**config.mk**
```make
export PLATFORM = sky130hd
export DESIGN_NAME = fb_rect_fill
export DESIGN_NICKNAME = d
export VERILOG_FILES = /design/src/rtl/fb_rect_fill.sv
export SDC_FILE = /design/constraint.sdc
export NUM_CORES = 1
export LEC_CHECK = 0
export CAP_MARGIN = 10
export CORE_MARGIN = 1.5
export CORE_UTILIZATION = 55
export CTS_BUF_LIST = sky130_fd_sc_hd__clkbuf_4
export DETAILED_ROUTE_END_ITERATION = 8
export GPL_ROUTABILITY_DRIVEN = 0
export GPL_TIMING_DRIVEN = 0
export PLACE_DENSITY = 0.88
export SYNTH_ARGS = -nofsm -noshare
export SYNTH_HDL_FRONTEND = slang
export SYNTH_SLANG_ARGS = --single-unit
```
**constraint.sdc**
```tcl
create_clock -name clk_cpu -period 6.8 [get_ports clk_cpu]
set_clock_uncertainty 0.15 [all_clocks]
set_input_delay 1.36 -clock clk_cpu [delete_from_list [all_inputs] [get_ports clk_cpu]]
set_output_delay 1.36 -clock clk_cpu [all_outputs]
set_load 0.05 [all_outputs]
```
**src/rtl/fb_rect_fill.sv**
```systemverilog
// Rectangle-fill engine: writes a solid colour rectangle into a 320x240 linear frame buffer, one pixel per granted cycle.
// Optional macro FB_FILL_CLIP_EN clips the rectangle to the screen instead of rejecting out-of-range starts with err.
module fb_rect_fill #(
    parameter int unsigned FB_W   = 320,
    parameter int unsigned FB_H   = 240,
    parameter int unsigned ADDR_W = 17
) (
    input  logic              clk_cpu,
    input  logic              reset_n,
    input  logic              start,
    input  logic              abort,
    input  logic [8:0]        x_in,
    input  logic [8:0]        y_in,
    input  logic [8:0]        w_in,
    input  logic [8:0]        h_in,
    input  logic [11:0]       color_in,
    output logic              busy,
    output logic              done,
    output logic              err,
    output logic              mem_write,
    input  logic              mem_gnt,
    output logic [ADDR_W-1:0] mem_addr,
    output logic [31:0]       mem_wdata
);

    localparam logic [9:0]        FB_W10 = 10'(FB_W);
    localparam logic [9:0]        FB_H10 = 10'(FB_H);
    localparam logic [ADDR_W-1:0] FB_W_A = ADDR_W'(FB_W);

    typedef enum logic [1:0] {
        IDLE  = 2'd0,
        SETUP = 2'd1,
        FILL  = 2'd2
    } state_t;

    state_t            state;
    logic [8:0]        x_r, y_r, w_r, h_r;
    logic [11:0]       color_r;
    logic [8:0]        w_last, h_last;
    logic [8:0]        col_cnt, row_cnt;
    logic [ADDR_W-1:0] row_base;

    logic [9:0]        x10, y10, w10, h10;
    logic [8:0]        w_eff_c, h_eff_c;
    logic              reject_c;
    logic [ADDR_W-1:0] base_c;

    always_comb begin
        x10      = {1'b0, x_r};
        y10      = {1'b0, y_r};
        w10      = {1'b0, w_r};
        h10      = {1'b0, h_r};
        w_eff_c  = w_r;
        h_eff_c  = h_r;
        reject_c = 1'b0;
        base_c   = ADDR_W'(y_r) * FB_W_A + ADDR_W'(x_r);
`ifdef FB_FILL_CLIP_EN
        // An origin off-screen collapses to an empty rectangle, which SETUP finishes as a normal done.
        if (x10 >= FB_W10)
            w_eff_c = '0;
        else if (w10 > FB_W10 - x10)
            w_eff_c = 9'(FB_W10 - x10);
        if (y10 >= FB_H10)
            h_eff_c = '0;
        else if (h10 > FB_H10 - y10)
            h_eff_c = 9'(FB_H10 - y10);
`else
        reject_c = ((x10 + w10) > FB_W10) || ((y10 + h10) > FB_H10);
`endif
    end

    always_ff @(posedge clk_cpu or negedge reset_n) begin
        if (!reset_n) begin
            state     <= IDLE;
            x_r       <= '0;
            y_r       <= '0;
            w_r       <= '0;
            h_r       <= '0;
            color_r   <= '0;
            w_last    <= '0;
            h_last    <= '0;
            col_cnt   <= '0;
            row_cnt   <= '0;
            row_base  <= '0;
            busy      <= 1'b0;
            done      <= 1'b0;
            err       <= 1'b0;
            mem_write <= 1'b0;
            mem_addr  <= '0;
            mem_wdata <= '0;
        end else begin
            done <= 1'b0;
            err  <= 1'b0;
            case (state)
                IDLE: begin
                    if (start) begin
                        x_r     <= x_in;
                        y_r     <= y_in;
                        w_r     <= w_in;
                        h_r     <= h_in;
                        color_r <= color_in;
                        busy    <= 1'b1;
                        state   <= SETUP;
                    end
                end
                SETUP: begin
                    col_cnt <= '0;
                    row_cnt <= '0;
                    if (abort) begin
                        busy  <= 1'b0;
                        state <= IDLE;
                    end else if (reject_c) begin
                        err   <= 1'b1;
                        busy  <= 1'b0;
                        state <= IDLE;
                    end else if (w_eff_c == '0 || h_eff_c == '0) begin
                        done  <= 1'b1;
                        busy  <= 1'b0;
                        state <= IDLE;
                    end else begin
                        w_last    <= w_eff_c - 9'd1;
                        h_last    <= h_eff_c - 9'd1;
                        row_base  <= base_c;
                        mem_addr  <= base_c;
                        mem_wdata <= {20'b0, color_r};
                        mem_write <= 1'b1;
                        state     <= FILL;
                    end
                end
                FILL: begin
                    // mem_addr is kept as a register equal to row_base + col_cnt so mem_gnt never reaches an output combinationally.
                    if (abort) begin
                        mem_write <= 1'b0;
                        busy      <= 1'b0;
                        state     <= IDLE;
                    end else if (mem_gnt) begin
                        if (col_cnt != w_last) begin
                            col_cnt  <= col_cnt + 9'd1;
                            mem_addr <= mem_addr + ADDR_W'(1);
                        end else if (row_cnt != h_last) begin
                            col_cnt  <= '0;
                            row_cnt  <= row_cnt + 9'd1;
                            row_base <= row_base + FB_W_A;
                            mem_addr <= row_base + FB_W_A;
                        end else begin
                            mem_write <= 1'b0;
                            done      <= 1'b1;
                            busy      <= 1'b0;
                            state     <= IDLE;
                        end
                    end
                end
                default: begin
                    mem_write <= 1'b0;
                    busy      <= 1'b0;
                    state     <= IDLE;
                end
            endcase
        end
    end

endmodule

```
[After elaboration in Yosys (flattened, before gate mapping)]
Cells that the tools add are included.
Cells by class
  add/sub/neg operators: 9
  multipliers: 1
  order comparisons: 2
  eq/ne operators: 17
  mux-type cells: 55
  bitwise operators: 4
  reduce and logical (&&, ||, !) cells: 15
Operator list (number)
  2-to-1 mux 17 bit: 10
  2-to-1 mux 9 bit: 8
  one-hot mux 17 bit (2 select lines): 2
  one-hot mux 9 bit (2 select lines): 2
  2-to-1 mux 1 bit: 21
  adder 9 x 9 -> 10 bit: 2
  adder 9 x 1 -> 9 bit, second input constant: 2
  zero test 9 bit: 2
  inequality test 9 bit: 2
  subtractor 9 x 1 -> 9 bit, second input constant: 2
  adder 17 x 1 -> 17 bit, second input constant: 1
  adder 17 x 9 -> 17 bit: 1
  adder 17 x 9 -> 17 bit, second input constant: 1
  2-to-1 mux 2 bit: 8
  inequality test 2 bit, second input constant: 8
  AND reduction 7 bit: 2
  inequality test 3 bit, second input constant: 4
  AND reduction 4 bit: 3
  multiplier 9 x 3 -> 11 bit, second input constant: 1
  greater-than comparator 10 x 8 -> 1 bit, second input constant: 1
  greater-than comparator 10 x 9 -> 1 bit, second input constant: 1
  AND reduction 5 bit: 2
  AND reduction 8 bit: 1
  one-hot mux 1 bit (3 select lines): 2
  other kinds (10): 14
Word-level totals
  register bits: 136
  bits of input ports: 53
  output and inout bits: 53
  logic and storage cells: 120

[Logic depth before layout (Yosys ltp)]
Gate-level depths: netlist of the first run.
  depth after elaboration: 6
  mapped depth: 14
  depth with buffers taken out: 12

[Worst setup path after synthesis of the first run]
OpenSTA, ideal clock, no wires.
  path type: flip-flop to flip-flop
  start: register h_r[0] (netlist: h_eff_c[0])
  end: register mem_addr[1]
  library setup time: 0.127 ns
  arrival time: 3.069 ns
  data required time: 6.523 ns
  setup slack: 3.454 ns
  stages on the path, launching flop included: 14
  buffers on the path: 2
  clock period less this slack: 3.346 ns
  path through: dfrtp_1 -> ha_1 -> inv_1 -> fa_1 -> nand2b_1 -> a211oi_1 -> mux2i_1 -> or4_4 -> a211oi_2 -> a21o_1 -> buf_4 -> and2_4 -> buf_8 -> mux2_1
On the way
  longest elaborated chain between the ends: 5
  elaborated cells on any way between the ends: 8
  classes of those cells: add/sub (1); order compare (1); eq/ne (2); reduce/logical (4)
RTL lines
  start: declaration: RTL line 37  | logic [8:0] x_r, y_r, w_r, h_r;
  start signal: assignment: RTL line 100  | h_r <= h_in;
  adder 9 x 9 -> 10 bit: RTL line 68  | reject_c = ((x10 + w10) > FB_W10) || ((y10 + h10) > FB_H10);
  greater-than comparator 10 x 8 -> 1 bit: RTL line 68
  logical OR 1 bit: RTL line 68
  inequality test 2 bit (no source line)
  AND reduction 7 bit (no source line) (*)
  end signal: assignment: RTL line 124  | mem_addr <= base_c;
  end signal: assignment: RTL line 139  | mem_addr <= mem_addr + ADDR_W'(1);
  end signal: assignment: RTL line 144  | mem_addr <= row_base + FB_W_A;
  end: declaration: RTL line 22  | output logic [ADDR_W-1:0] mem_addr,
Every way passes the cells marked *; elsewhere a longest branch is shown, timed or not.
A chain may end at the register's enable or synchronous reset.

[Worst setup path after layout of the first run]
  start: register y_r[0]
  end: register mem_addr[1]
On the way
  longest elaborated chain between the ends: 5
RTL lines
  start: declaration: RTL line 37
  start signal: assignment: RTL line 98  | y_r <= y_in;
  adder 9 x 9 -> 10 bit: RTL line 68
  greater-than comparator 10 x 8 -> 1 bit: RTL line 68
  logical OR 1 bit: RTL line 68
  inequality test 2 bit (no source line)
  AND reduction 7 bit (no source line)
Every way passes these cells.

==> results.yml, run 1 <==
status:
  outcome: "finished, final reports clean"
final_layout:
  area_delta_synth_final_pct: 18.0
  layout.nets: 1080
  utilization_pct: 67.3
  drive_above_1_share_pct: 14.2
  antenna_cells: 0
  final_area_mm2: 0.00990
worst_setup_path:
  critPathLaunchType: "flop"
  path_cells: "ha_1, inv_1, fa_1, nand2b_1, a211oi_1, mux2i_1, or4_4, a211oi_2, a21o_1, buf_4, and2_4, buf_8, mux2_1"
  cp_slowest_cell: "or4_4"
  critical_path_class: "reg -> reg"
  endpoint_kind: "flop"
  max_stage_delay_ns: 0.49
  required_ns: 7.14
  worst-path-buf-inv: 3
  crit_family: "compound AO/OA/AOI/OAI gates"
  path_max_fanout: 8
  cp.arrival_ns: 4.11
floorplanning:
  dieArea_mm2: 0.0160
  io_pins: 106
  start_util_pct: 57.0
  core_area_mm2: 0.0147
  die_y_um: 126
  die_x_um: 126
  rows: 44
route:
  drtPass1Iterations: 5
  ant_nets: 0
  wl_per_cell_um: 17.1
  viasPerCell: 5.86
  drt_iter0_drc: 505
  routed_wl_mm: 20.1
  drcViolationCount: 0
  via_count: 6882
clock_tree:
  post_cts_resized: 0
  path_clk_slew_ns: 0.15
  clockRootBuffer: "clkbuf_4"
  cts_buffer_depth: 2
  cts_tree: "yes"
  htreeDepth: 4
  cts.sink_count: 136
  numCtsBuffers: 17
  worstSkewPairLatency_ns: 0.60
  cts_setup_buffers: 0
  cts_hold_buf: 0
global_routing:
  grt_pass1_vias: 6659
  gr-total-overflow: 0
  grt_util_all_layers_pct: 26.3
  antenna_found_initial: 0
  grt_first_pass_wirelength_mm: 33.2
  grt_max_degree: 82
timing:
  hold_viol: 0
  finalCritPeriodShare_pct: 55.4
  relSlewSlack_pct: 36.3
  post-route-min-period_ns: 3.77
  worst_slew_pin_slew_ns: 0.947
  setup_viol: 0
  fin_hold_ws_ns: 0.367
  rsz0062_at_grt: "false"
  slew_viol_final: 0
  max_freq_mhz: 265
synth:
  yosysSeqAreaShare_pct: 40.6
  synth.largest_area_cell: "dfrtp_1"
  yosysMostFrequentCell: "dfrtp_1"
  ys_types: 70
  synth_edf_count: 0
  async_flop_share_pct: 100
  netlist_area_mm2: 0.00838
  netlist_instances: 853
  ys_top_cells_by_area: "dfrtp_1, mux2_2, ha_1"
  synthFlopType: "dfrtp_1"
  ys_seq_elements: 136
  synth_top_area_share_pct: 40.6
  yosys_warnings: 0
  synth.avg_cell_area_um2: 9.83
  synth_common_cells: "dfrtp_1, nand2_1, mux2_2"
placed_design:
  placed_cell_area_mm2: 0.00956
  port_buffers: 85
  dp_hpwl_mm: 15.2
run:
  drv_cap: 0
worst_hold_path:
  hp-class: "reg -> reg"
[registers in the layout, summed over array words and instances (netlist names)]
register	flops
row_base	17
mem_wdata	12
y_r	9
row_cnt	9
mem_addr	17
color_r	12
state	2
err	1
col_cnt	9
mem_write	1
done	1
w_eff_c	9
h_eff_c	9
busy	1
x_r	9
h_last	9
w_last	9
[per-layer routing]
layer / GRT usage, % / vias up / share of wire, %
li1: - / 3270 / -
met1: 34.2 / 3277 / 42
met2: 43.8 / 295 / 48
met3: 6.07 / 40 / 7.6
met4: 8.38 / 0 / 2.2
met5: 0 / - / 0
[through the flow]
step | TNS (ns) | worst slack (ns) | std cells
floorplan | 0 | 3.45 | 872
finish | 0 | 3.03 | 1174
CTS | 0 | 3.06 | 1174
detailed placement | 0 | 2.79 | 1142
global route | 0 | 2.89 | 1174
global placement | -150.90 | -1.12 | 1141
[final cells by class]
cell class                      instances  area [um2]
Fill cell                            1133        4800
Multi-Input combinational cell        657        4650
Sequential cell                       136        3400
Timing Repair Buffer                   86         880
Buffer                                 51         297
Tap cell                              184         230
Clock inverter                         15         204
Clock buffer                           17         128
Inverter                               28         105
[path summary, 6_finish.rpt]
check / startpoint / endpoint / slack, ns / depth (start not counted)
min in group asynchronous: reset_n / y_r[7] / 0.55 / 1
max in group asynchronous: reset_n / col_cnt[5] / 5.17 / 2
min reg2reg: color_r[7] / mem_wdata[7] / 0.37 / 1
max: y_r[0] / mem_addr[1] / 3.03 / 13
min: color_r[7] / mem_wdata[7] / 0.37 / 1
max reg2reg: y_r[0] / mem_addr[1] / 3.03 / 13
[worst reg2reg max path, delay by kind of cell (launching register included)]
kind	cells	cell delay, ns
muxes	2	0.45
and+or+nand+nor	3	0.82
buffers and inverters	3	0.35
DFF	1	0.47
adders and majority gates	2	0.60
AOI/OAI and AO/OA	3	0.85
[layout by cell type, fill, tap and decap left out, types with 32 or more instances in the layout]
master           count
ha_1                46
dfrtp_1            136
a21oi_1             60
nor2_1              54
xor2_1              32
o21ai_0             51
mux2_2              65
xnor2_1             45
clkdlybuf4s50_1     84
nand2_1             72
[logic make-up after synthesis]
family          after synthesis  synth area share (%)
simple gates                247                  14.5
compound gates              188                  14.2
flops                       136                  40.6
buf+inv                      79                  4.79
xor+xnor                     77                  8.04
mux                          75                  10.0
fa+ha+maj                    50                  7.82
other cells                   1                0.0447
Power of run 1 is left out: the tool's default activity adds up to more than one toggle a clock period on the data nets, which glitch-free logic cannot reach.
==> inputs of run 2 (changes only) <==
==> constraint.sdc (replaced) <==
create_clock -name clk_cpu -period 3.48 [get_ports clk_cpu]
set_clock_uncertainty 0.15 [all_clocks]
set_input_delay 0.696 -clock clk_cpu [delete_from_list [all_inputs] [get_ports clk_cpu]]
set_output_delay 0.696 -clock clk_cpu [all_outputs]
set_load 0.05 [all_outputs]
==> run 2 against run 1 <==
Against the previous run: critical path depth stayed put; die area stayed put; sequential cell count stayed put; utilization is 1.5 points higher; maximum frequency is 8.3% higher; count of clock-buffer cells in the layout stayed put; hold slack worse by 0.00057 ns; global-route usage is 0.21 points higher; via count is 1.8% higher; cell area is 2.2% higher; non-clock buffer count is 12 higher; routed wire length is 3.3% higher; critical path type unchanged.
==> results.yml, run 2 (synthesized netlist as in run 1, its figures left out) <==
timing:
  post-route-min-period_ns: 3.48
  slew_viol_final: 0
  worst_slew_pin_slew_ns: 0.955
  hold_viol: 0
  setup_viol: 0
  max_freq_mhz: 287
  relSlewSlack_pct: 35.8
  finalCritPeriodShare_pct: 100
  tns_ns: 0
floorplanning:
  core_area_mm2: 0.0147
  io_pins: 106
  die_x_um: 126
  rows: 44
  start_util_pct: 57.0
  dieArea_mm2: 0.0160
  die_y_um: 126
placed_design:
  port_buffers: 85
  placed_cell_area_mm2: 0.00956
  dp_hpwl_mm: 15.2
final_layout:
  top_regs: "mem_addr: 17 flops, row_base: 17 flops"
  final_area_mm2: 0.0101
  utilization_pct: 68.8
  final_common_cell: "dfrtp_1"
  area_delta_synth_final_pct: 20.7
  drive_above_1_share_pct: 17.7
  layout.nets: 1092
  layout_common_cells: "dfrtp_1, clkdlybuf4s50_1, nand2_1"
  fillers: 1105
  antenna_cells: 0
clock_tree:
  cts_buffer_depth: 2
  worstSkewPairLatency_ns: 0.60
  path_clk_slew_ns: 0.15
  numCtsBuffers: 17
  cts.sink_count: 136
  htreeDepth: 4
  cts_tree: "yes"
  clockRootBuffer: "clkbuf_4"
route:
  wl_per_cell_um: 17.5
  via_count: 7007
  drcViolationCount: 0
  drt_iter0_drc: 578
  viasPerCell: 5.91
  ant_nets: 0
  drtPass1Iterations: 5
  routed_wl_mm: 20.8
worst_setup_path:
  endpoint_kind: "flop"
  critical_path_class: "reg -> reg"
  path_max_fanout: 8
  critPathLaunchType: "flop"
  required_ns: 3.83
  reg2regPathDepth: 13
  cp.arrival_ns: 3.83
  reg2reg_slack_ns: 0.0001
status:
  outcome: "finished, final reports clean"
worst_hold_path:
  hp-class: "reg -> reg"
  holdPathStages: 2
global_routing:
  grt_max_degree: 82
  grt_util_all_layers_pct: 26.5
  grt_first_pass_wirelength_mm: 33.5
  gr-total-overflow: 0
  grt_pass1_vias: 6707
  antenna_found_initial: 0
run:
  drv_cap: 0
## run 2: changes by cell type in the layout (fill, tap and decap cells not counted), sizes merged
cell / previous run / this run
buf: 32 / 43
dlygate4sd3: 0 / 1
## run 2: cell type report
type,instances,area (um2),share of cell area [%]
Tap cell,184,230,2.28
Clock inverter,15,204,2.02
Timing Repair Buffer,98,972,9.61
Sequential cell,136,3410,33.7
Clock buffer,17,128,1.26
Inverter,28,105,1.04
Buffer,51,305,3.02
Multi-Input combinational cell,657,4760,47.1
## run 2: critical path: stages, from the launching register on
cell       delay, ns
dfrtp_2         0.47
ha_1            0.20
inv_1           0.06
fa_1            0.42
nand2b_1        0.20
a21oi_1         0.26
xor2_1          0.13
o41ai_2         0.37
o2bb2ai_4       0.20
a21o_1          0.19
buf_6           0.13
and2_4          0.14
buf_8           0.12
mux2_1          0.33
## run 2: path summary, 6_finish.rpt
| kind | start | to |
|---|---|---|
| setup / recovery | w_eff_c[0] | mem_addr[1] |
| hold / removal | h_last[8] | h_last[8] |
| setup reg to reg | w_eff_c[0] | mem_addr[1] |
| hold reg to reg | h_last[8] | h_last[8] |
| max in group asynchronous | reset_n | w_eff_c[0] |
| min in group asynchronous | reset_n | y_r[7] |
## run 2: timing repair
item	in CTS	in global routing
setup endpoints to repair	64	56
pin swaps	1	8
hold buffers	1	0
setup buffers	3	8
endpoints found under the hold margin	55	0
gates resized for setup	6	28
## run 2: layer usage
metal	vias to the layer above	track usage, %	wire (um)
li1	3295	-	-
met2	303	44.1	9950
met4	0	9.20	627
met5	-	0	0
met1	3358	34.3	8660
met3	51	6.03	1520
## run 2: through the flow
step / setup slack (ns) / hold WS, ns / cells
floorplan: 0.134 / 0.250 / 872
global placement: -3.77 / 0.325 / 1141
detailed placement: -0.249 / 0.326 / 1142
CTS: -0.0147 / 0.367 / 1178
global route: -0.0969 / 0.382 / 1186
finish: 0.000119 / 0.366 / 1186
Power of run 2 is left out for the same reason.
==> inputs of run 3 (changes only) <==
==> config.mk (replaced) <==
export PLATFORM = sky130hd
export DESIGN_NAME = fb_rect_fill
export DESIGN_NICKNAME = d
export VERILOG_FILES = /design/src/rtl/fb_rect_fill.sv
export SDC_FILE = /design/constraint.sdc
export NUM_CORES = 1
export LEC_CHECK = 0
export CORE_MARGIN = 1.5
export CORE_UTILIZATION = 58
export CTS_BUF_LIST = sky130_fd_sc_hd__clkbuf_4
export DETAILED_ROUTE_END_ITERATION = 8
export GPL_ROUTABILITY_DRIVEN = 0
export GPL_TIMING_DRIVEN = 0
export PLACE_DENSITY = 0.92
export SYNTH_ARGS = -nofsm -noshare
export SYNTH_HDL_FRONTEND = slang
export SYNTH_SLANG_ARGS = --single-unit
==> constraint.sdc (replaced) <==
create_clock -name clk_cpu -period 3.48 [get_ports clk_cpu]
set_clock_uncertainty 0.15 [all_clocks]
set_input_delay 0.696 -clock clk_cpu [delete_from_list [all_inputs] [get_ports clk_cpu]]
set_output_delay 0.696 -clock clk_cpu [all_outputs]
set_load 0.02 [all_outputs]
==> run 3 against run 2 <==
Against the previous run: the run now ends with design-rule violations left; routed wire length rose by 4.1%; maximum frequency rose by 1.5%; die area down 5.1%; count of clock-buffer cells in the layout stayed put.
==> results.yml, run 3 (synthesized netlist as in run 1, its figures left out) <==
floorplanning:
  core_area_mm2: 0.0140
  die_x_um: 123
  die_y_um: 123
  start_util_pct: 59.9
  rows: 43
  io_pins: 106
  dieArea_mm2: 0.0152
worst_setup_path:
  critPathLaunchType: "flop"
  cp.arrival_ns: 3.77
  required_ns: 3.82
  endpoint_kind: "flop"
  path_max_fanout: 8
  critical_path_class: "reg -> reg"
  reg2regPathDepth: 12
power:
  vdd_drop_max_uv: 649
  total_power_mw: 11.9
  p_leak_nw: 4.42
  power_density_mw_per_mm2: 1170
timing:
  max_freq_mhz: 292
  slew_viol_final: 0
  layout_setup_ws_ns: 0.0501
  tns_ns: 0
  fin_hold_ws_ns: 0.368
  post-route-min-period_ns: 3.43
  setup_viol: 0
  relSlewSlack_pct: 42.3
  finalCritPeriodShare_pct: 98.6
  worst_slew_pin_slew_ns: 0.858
  hold_viol: 0
clock_tree:
  cts_buffer_depth: 2
  cts.sink_count: 136
  numCtsBuffers: 17
  clockRootBuffer: "clkbuf_4"
  htreeDepth: 4
  worstSkewPairLatency_ns: 0.61
  path_clk_slew_ns: 0.15
  cts_tree: "yes"
final_layout:
  area_delta_synth_final_pct: 21.0
  final_common_cell: "dfrtp_1"
  final_cell_count_no_fill: 1180
  layout_common_cells: "dfrtp_1, clkdlybuf4s50_1, nand2_1"
  drive_above_1_share_pct: 17.6
  top_regs: "mem_addr: 17 flops, row_base: 17 flops"
  antenna_cells: 0
  final_area_mm2: 0.0101
  utilization_pct: 72.5
  layout.nets: 1090
route:
  dr_wl_met2_mm: 10.5
  routed_wl_mm: 21.6
  drt_iter0_drc: 714
  via_count: 7156
  drcViolationCount: 1
  wl_per_cell_um: 18.3
  top_layer: "met4"
  drtPass1Iterations: 7
  route.met3.wl_mm: 1.78
  ant_nets: 0
  viasPerCell: 6.06
  wl_met1_mm: 8.66
global_routing:
  grt_util_all_layers_pct: 29.2
  grt_first_pass_wirelength_mm: 33.6
  gr-total-overflow: 0
  antenna_found_initial: 0
  grt_pass1_vias: 6741
  grt_max_degree: 92
placed_design:
  dp_cells: 1138
  port_buffers: 85
  place_ws_ns: -0.243
  dp_hpwl_mm: 15.6
  placed_cell_area_mm2: 0.00956
run:
  drv_cap: 0
status:
  violations: "design-rule violations"
  outcome: "complete, but fails checks"
worst_hold_path:
  hp-class: "reg -> reg"
  holdPathStages: 1
-- run 3: worst paths after layout --
| check | endpoint | startpoint | slack [ns] |
|---|---|---|---|
| setup / recovery | mem_addr[16] | h_eff_c[0] | 0.05 |
| hold / removal | color_r[6] | color_r[6] | 0.37 |
| setup reg to reg | mem_addr[16] | h_eff_c[0] | 0.05 |
| hold reg to reg | color_r[6] | color_r[6] | 0.37 |
| max in group asynchronous | w_eff_c[1] | reset_n | 1.96 |
| min in group asynchronous | y_r[6] | reset_n | 0.43 |
-- run 3: cell type report --
type	count	area, um2
multi-input cells	657	4780
clock buffers	17	128
well taps	180	225
plain buffers	50	285
fillers	948	3840
repair buffers	97	977
inverters	28	105
flip-flops and latches	136	3410
clock inverters	15	228
-- run 3: repair_timing --
action                     4_1_cts  5_1_grt
pin swaps                        1       10
hold buffers                     1        0
setup endpoints to repair       64       62
gates resized for setup         10       22
buffers inserted                 2        8
hold endpoints to repair        45        0
-- run 3: critical path, stage by stage, from the launching register on --
cell and delay, ns:
dfrtp_1 0.41, ha_2 0.19, inv_1 0.06, fa_2 0.36
nand2b_4 0.16, a211oi_2 0.23, mux2i_1 0.11, or4_4 0.44
a211oi_4 0.34, a21o_1 0.18, buf_6 0.13, and2_4 0.22
mux2_1 0.33
-- run 3: power breakdown --
| group | internal (mW) | switching, mW |
|---|---|---|
| clock | 0.545 | 0.724 |
| combinational | 3.43 | 4.15 |
| sequential | 2.26 | 0.790 |
-- run 3: metal layers --
metal / vias up / global-route usage (%)
met4: 0 / 11.4
met2: 388 / 49.4
met5: - / 0
met3: 74 / 7.43
li1: 3270 / -
met1: 3424 / 35.8
No activity file was read; power rests on OpenSTA's default activity.
